File: src/rtl/ff_ctrl_pkg.sv
// Shared op codes and FSM state encoding for the flip-flop bank controller.
package ff_ctrl_pkg;

    localparam logic [2:0] OP_NOP    = 3'd0;
    localparam logic [2:0] OP_LOAD   = 3'd1;
    localparam logic [2:0] OP_CLEAR  = 3'd2;
    localparam logic [2:0] OP_SET    = 3'd3;
    localparam logic [2:0] OP_TOGGLE = 3'd4;
    localparam logic [2:0] OP_CNT_UP = 3'd5;
    localparam logic [2:0] OP_CNT_DN = 3'd6;
    localparam logic [2:0] OP_ROTL   = 3'd7;

    localparam logic ST_IDLE = 1'b0;
    localparam logic ST_RUN  = 1'b1;

    // Ops 5-7 step the bank repeatedly; everything below them completes in one edge.
    function automatic logic is_multi(input logic [2:0] op);
        return (op >= OP_CNT_UP);
    endfunction

endpackage

File: src/rtl/ff_ctrl_datapath.sv
// Combinational next-value mux for the register bank, plus counter wrap detection.
module ff_ctrl_datapath
    import ff_ctrl_pkg::*;
#(
    parameter int WIDTH = 8
) (
    input  logic [2:0]       op,
    input  logic [WIDTH-1:0] q,
    input  logic [WIDTH-1:0] data,
    output logic [WIDTH-1:0] q_next,
    output logic             wrap_next
);

    // Select the new bank value for the given op; wrap flags a count crossing the all-ones/zero boundary.
    always_comb begin
        q_next    = q;
        wrap_next = 1'b0;
        case (op)
            OP_LOAD:   q_next = data;
            OP_CLEAR:  q_next = '0;
            OP_SET:    q_next = '1;
            OP_TOGGLE: q_next = q ^ data;
            OP_CNT_UP: begin
                q_next    = q + WIDTH'(1);
                wrap_next = (q == {WIDTH{1'b1}});
            end
            OP_CNT_DN: begin
                q_next    = q - WIDTH'(1);
                wrap_next = (q == {WIDTH{1'b0}});
            end
            OP_ROTL:   q_next = {q[WIDTH-2:0], q[WIDTH-1]};
            default:   q_next = q;
        endcase
    end

endmodule

File: src/rtl/ff_bank_ctrl.sv
// Command sequencer for a flip-flop register bank: single-edge ops from IDLE,
// stepped multi-cycle ops in RUN with pause support and done/wrap pulses.
module ff_bank_ctrl
    import ff_ctrl_pkg::*;
#(
    parameter int WIDTH = 8,
    parameter int CNT_W = 8
) (
    input  logic             clk,
    input  logic             rst,
    input  logic             cmd_valid,
    output logic             cmd_ready,
    input  logic [2:0]       cmd_op,
    input  logic [WIDTH-1:0] cmd_data,
    input  logic [CNT_W-1:0] cmd_len,
    input  logic             pause,
    output logic [WIDTH-1:0] q,
    output logic             busy,
    output logic             done,
    output logic             wrap
);

    logic             state_q, state_d;
    logic [CNT_W-1:0] rem_q, rem_d;
    logic [2:0]       op_q, op_d;
    logic [WIDTH-1:0] q_q, q_d;
    logic             done_q, done_d;
    logic             wrap_q, wrap_d;

    logic [2:0]       dp_op;
    logic [WIDTH-1:0] dp_q_next;
    logic             dp_wrap;

    // While running, the latched op drives the datapath; in IDLE the incoming command does.
    always_comb begin
        dp_op = (state_q == ST_RUN) ? op_q : cmd_op;
    end

    ff_ctrl_datapath #(
        .WIDTH (WIDTH)
    ) u_datapath (
        .op        (dp_op),
        .q         (q_q),
        .data      (cmd_data),
        .q_next    (dp_q_next),
        .wrap_next (dp_wrap)
    );

    // Next-state logic: accept in IDLE, step and count down in RUN unless paused.
    always_comb begin
        state_d = state_q;
        rem_d   = rem_q;
        op_d    = op_q;
        q_d     = q_q;
        done_d  = 1'b0;
        wrap_d  = 1'b0;
        case (state_q)
            ST_IDLE: begin
                if (cmd_valid) begin
                    if (is_multi(cmd_op) && (cmd_len != '0)) begin
                        op_d    = cmd_op;
                        rem_d   = cmd_len;
                        state_d = ST_RUN;
                    end else begin
                        if (!is_multi(cmd_op)) begin
                            q_d = dp_q_next;
                        end
                        done_d = 1'b1;
                    end
                end
            end
            ST_RUN: begin
                if (!pause) begin
                    q_d    = dp_q_next;
                    wrap_d = dp_wrap;
                    rem_d  = rem_q - CNT_W'(1);
                    if (rem_q == CNT_W'(1)) begin
                        state_d = ST_IDLE;
                        done_d  = 1'b1;
                    end
                end
            end
            default: state_d = ST_IDLE;
        endcase
    end

    // State registers with synchronous reset; reset aborts any op without a done pulse.
    always_ff @(posedge clk) begin
        if (rst) begin
            state_q <= ST_IDLE;
            rem_q   <= '0;
            op_q    <= OP_NOP;
            q_q     <= '0;
            done_q  <= 1'b0;
            wrap_q  <= 1'b0;
        end else begin
            state_q <= state_d;
            rem_q   <= rem_d;
            op_q    <= op_d;
            q_q     <= q_d;
            done_q  <= done_d;
            wrap_q  <= wrap_d;
        end
    end

    assign q         = q_q;
    assign busy      = (state_q == ST_RUN);
    assign cmd_ready = (state_q == ST_IDLE);
    assign done      = done_q;
    assign wrap      = wrap_q;

endmodule
File: config.mk
export PLATFORM = sky130hd
export DESIGN_NAME = ff_bank_ctrl
export DESIGN_NICKNAME = d
export VERILOG_FILES = /design/src/rtl/ff_ctrl_pkg.sv /design/src/rtl/ff_ctrl_datapath.sv /design/src/rtl/ff_bank_ctrl.sv
export SDC_FILE = /design/constraint.sdc
export NUM_CORES = 1
export LEC_CHECK = 0
export CORE_MARGIN = 5
export CORE_UTILIZATION = 50
export CTS_BUF_LIST = sky130_fd_sc_hd__clkbuf_2
export DETAILED_ROUTE_END_ITERATION = 16
export GPL_TIMING_DRIVEN = 0
export PLACE_DENSITY = 0.84
export SLEW_MARGIN = 0
export SYNTH_ARGS = -nofsm -noshare
export SYNTH_HDL_FRONTEND = slang
export SYNTH_SLANG_ARGS = --single-unit
export TNS_END_PERCENT = 30
File: constraint.sdc
create_clock -name clk -period 3 [get_ports clk]
set_input_delay 0.6 -clock clk [delete_from_list [all_inputs] [get_ports clk]]
set_output_delay 0.6 -clock clk [all_outputs]
set_load 0.02 [all_outputs]
==> flow_metrics.env <==
export IMPL_pin_count=35
export IMPL_clock_sinks=22
export IMPL_antenna_cells=0
export IMPL_grt_pass1_wl_um=9560
export IMPL_cts_tree="done"
export IMPL_rows=23
export IMPL_max_slew_margin=0.600
export IMPL_internal_power_uw=614
export IMPL_use_met3=0.0386
export IMPL_fin_ws_ps=189
export IMPL_numCtsBuffers=3
export IMPL_synth_edf_count=0
export IMPL_die_height_um=73
export IMPL_clk_latency_ps=360
export IMPL_drtIter0Drc=158
export IMPL_r2r_slack_ps=470
export IMPL_ys_seq_area_frac=0.222
export IMPL_arrival_ps=3090
export IMPL_ys_seq_elements=22
export IMPL_worstMarginPinSlew_ps=584
export IMPL_whs_endpoint="rem_q[2]"
export IMPL_period_share=0.937
export IMPL_grt_max_degree=14
export IMPL_holdPathStages=2
export IMPL_cp_max_fo=9
export IMPL_slew_violations=0
export IMPL_syn_avg_cell_area_um2=7.69
export IMPL_p_leak_nw=0.913
export IMPL_ys_flop_type="dfxtp_1"
export IMPL_post_cts_buffers=0
export IMPL_track_usage=0.221
export IMPL_hold_path_class="register to register"
export IMPL_p_clk_frac=0.227
export IMPL_finalCriticalPeriod_ps=2810
export IMPL_grt_pass1_vias=2079
export IMPL_irDropWorstVdd_uv=258
export IMPL_syn_nets=285
export IMPL_drc=0
export IMPL_status="finished, final reports clean"
export IMPL_p_per_area_nw_per_um2=401
export IMPL_yosysWarnings=0
export IMPL_htreeDepth=1
export IMPL_wire_per_inst_um=16.8
export IMPL_clock_skew_ps=3.48
export IMPL_reg2reg_to="q[2]"
export IMPL_cp_end_kind="register"
export IMPL_clock_path_buffers=2
export IMPL_p_sw_frac=0.370
export IMPL_syn_area_um2=1980
export IMPL_met1_usage=0.279
export IMPL_min_from="rem_q[2]"
export IMPL_area_growth_pct=22.6
export IMPL_cts_root_buffer="clkbuf_2"
export IMPL_ant_nets=0
export IMPL_clkTransAtPathRegs_ps=240
export IMPL_cap_violations=0
export IMPL_seqCellArea_um2=440
export IMPL_port_buffers=34
export IMPL_vias_per_cell=6.32
export IMPL_drive_above_1_share=0.105
export IMPL_comb_power_share=0.416
export IMPL_crit_path_start_kind="input pin"
export IMPL_path_class="input pin to register"
export IMPL_via_count=2180
export IMPL_top_usage_layer="met2"
export IMPL_setup_tns_ps=0
export IMPL_grtUsageMet2=0.384
export IMPL_setup_violations=0
export IMPL_post_dp_cell_area_um2=2390
export IMPL_fin_nets=323
export IMPL_drt_wl_total_um=5780
export IMPL_crit_required_ps=3280
export IMPL_fp_coreArea_um2=3910
export IMPL_dr_pass1_iters=5
export IMPL_multiInputGateArea_um2=1410
export IMPL_final_cell_area_um2=2430
export IMPL_gp_congestion=0.987
export IMPL_grt_overflow_total=0
export IMPL_die_w_um=73
export IMPL_rsz0062_at_grt="no"
export IMPL_initial_utilization=0.507
export IMPL_syn_inst=258
export IMPL_total_power_uw=975
export IMPL_dp_slack_ps=-336
export IMPL_n_fill_cell=361
export IMPL_reg2reg_depth=9
export IMPL_die_area_um2=5330
export IMPL_switchingPower_uw=360
export IMPL_dpl_hpwl_um=4330
export IMPL_synth_cell_type_count=62
export IMPL_r2r_start="busy"
export IMPL_antenna_found_initial=0
export IMPL_seqPwrFrac=0.358
export IMPL_fmax_ghz=0.356
export IMPL_async_flop_share=0
export IMPL_final_hold_violation_count=0
## cell type report
class | instances | area share
multi-input cells | 207 | 0.577
flip-flops and latches | 22 | 0.181
repair buffers | 34 | 0.140
plain buffers | 20 | 0.0452
well taps | 50 | 0.0257
clock inverters | 1 | 0.0123
inverters | 8 | 0.0123
clock buffers | 3 | 0.00617
## power groups by stage
stage | sequential (mW) | clock [mW] | combinational, mW
4_1_cts | 0.348 | 0.228 | 0.399
3_5_place_dp | 0.354 | 0 | 0.397
2_1_floorplan | 0.364 | 0 | 0.257
6_report | 0.349 | 0.221 | 0.405
3_3_place_gp | 0.353 | 0 | 0.390
5_1_grt | 0.353 | 0.241 | 0.442
## critical path: stages
cell and delay, ps:
clkdlybuf4s50_1 550, nand4bb_1 140, buf_2 230, and2_1 290, xnor2_1 160, ha_1 240
and3_1 210, nor3_1 60, nand3b_1 190, a2111oi_2 410
## metrics by stage
stage	util	hold slack, ps	cells
after detailed placement	0.610	512	342
after global routing	0.622	586	345
after floorplan	-	479	258
after CTS	0.621	542	346
after global placement	0.610	509	342
final	0.622	540	345
## metal layers
| metal | wire, um | vias to the layer above | part of all wire |
|---|---|---|---|
| met3 | 395 | 9 | 0.068 |
| met1 | 2450 | 1017 | 0.42 |
| li1 | - | 1064 | - |
| met5 | 0 | - | 0 |
| met2 | 2870 | 90 | 0.50 |
| met4 | 57 | 0 | 0.0099 |
## placed cells by master (no fill, tap or decap), types with 8 or more instances in the layout
cell type,synthesis,final
inv_1,8,8
a21oi_1,20,20
nand2_1,18,18
clkdlybuf4s50_1,0,34
dfxtp_1,22,22
o21ai_0,18,18
nor4_1,8,8
buf_2,10,10
nor3_1,15,15
nor2_1,21,21
## cells in the mapped netlist (4+ instances only)
| cell type | n | share of area |
|---|---|---|
| ha_1 | 4 | 0.025 |
| and4_1 | 4 | 0.018 |
| nand3_1 | 5 | 0.013 |
| mux2i_1 | 6 | 0.030 |
| o21a_1 | 5 | 0.019 |
| a211oi_1 | 5 | 0.019 |
| a21oi_1 | 20 | 0.050 |
| buf_2 | 10 | 0.025 |
| and3_1 | 5 | 0.016 |
| inv_1 | 8 | 0.015 |
| nor2_1 | 21 | 0.040 |
| clkbuf_1 | 7 | 0.013 |
| nor4_1 | 8 | 0.025 |
| dfxtp_1 | 22 | 0.22 |
| and2_1 | 4 | 0.013 |
| nor3_1 | 15 | 0.038 |
| o21ai_0 | 18 | 0.045 |
| nand2_1 | 18 | 0.034 |
| xnor2_1 | 5 | 0.022 |
## state kept, by name, summed over array words and instances, names as in the netlist
| signal | cells |
|---|---|
| rem_q | 8 |
| wrap | 1 |
| op_q | 3 |
| q | 8 |
| done | 1 |
| busy | 1 |
## repair_timing
item / in CTS / in global routing
gates resized for setup: 0 / 1
setup endpoints to repair: 0 / 1
hold buffers: 0 / 0
## worst max-delay path by stage
stage | startpoint | endpoint | slack (ps) | depth (start not counted)
4_1_cts | cmd_op[0] | q[2] | 50 | 11
5_1_grt | busy | cmd_ready | 30 | 5
6_report | cmd_op[0] | q[2] | 190 | 10
3_3_place_gp | cmd_op[0] | q[2] | -360 | 11
3_5_place_dp | cmd_op[0] | q[2] | -340 | 11
2_1_floorplan | cmd_op[0] | q[4] | 590 | 10
## kinds of logic (layout without fill, tap and decap cells)
kind of cell	after synthesis	count (layout)	share of synthesized area
AOI/OAI and AO/OA	92	92	0.341
xor gates and xnor gates	6	6	0.0265
adders and majority gates	4	4	0.0252
buffers and inverters	29	66	0.0725
DFF	22	22	0.222
muxes	9	9	0.0473
and+or+nand+nor	96	96	0.265
No activity file was read; power rests on OpenSTA's default activity.
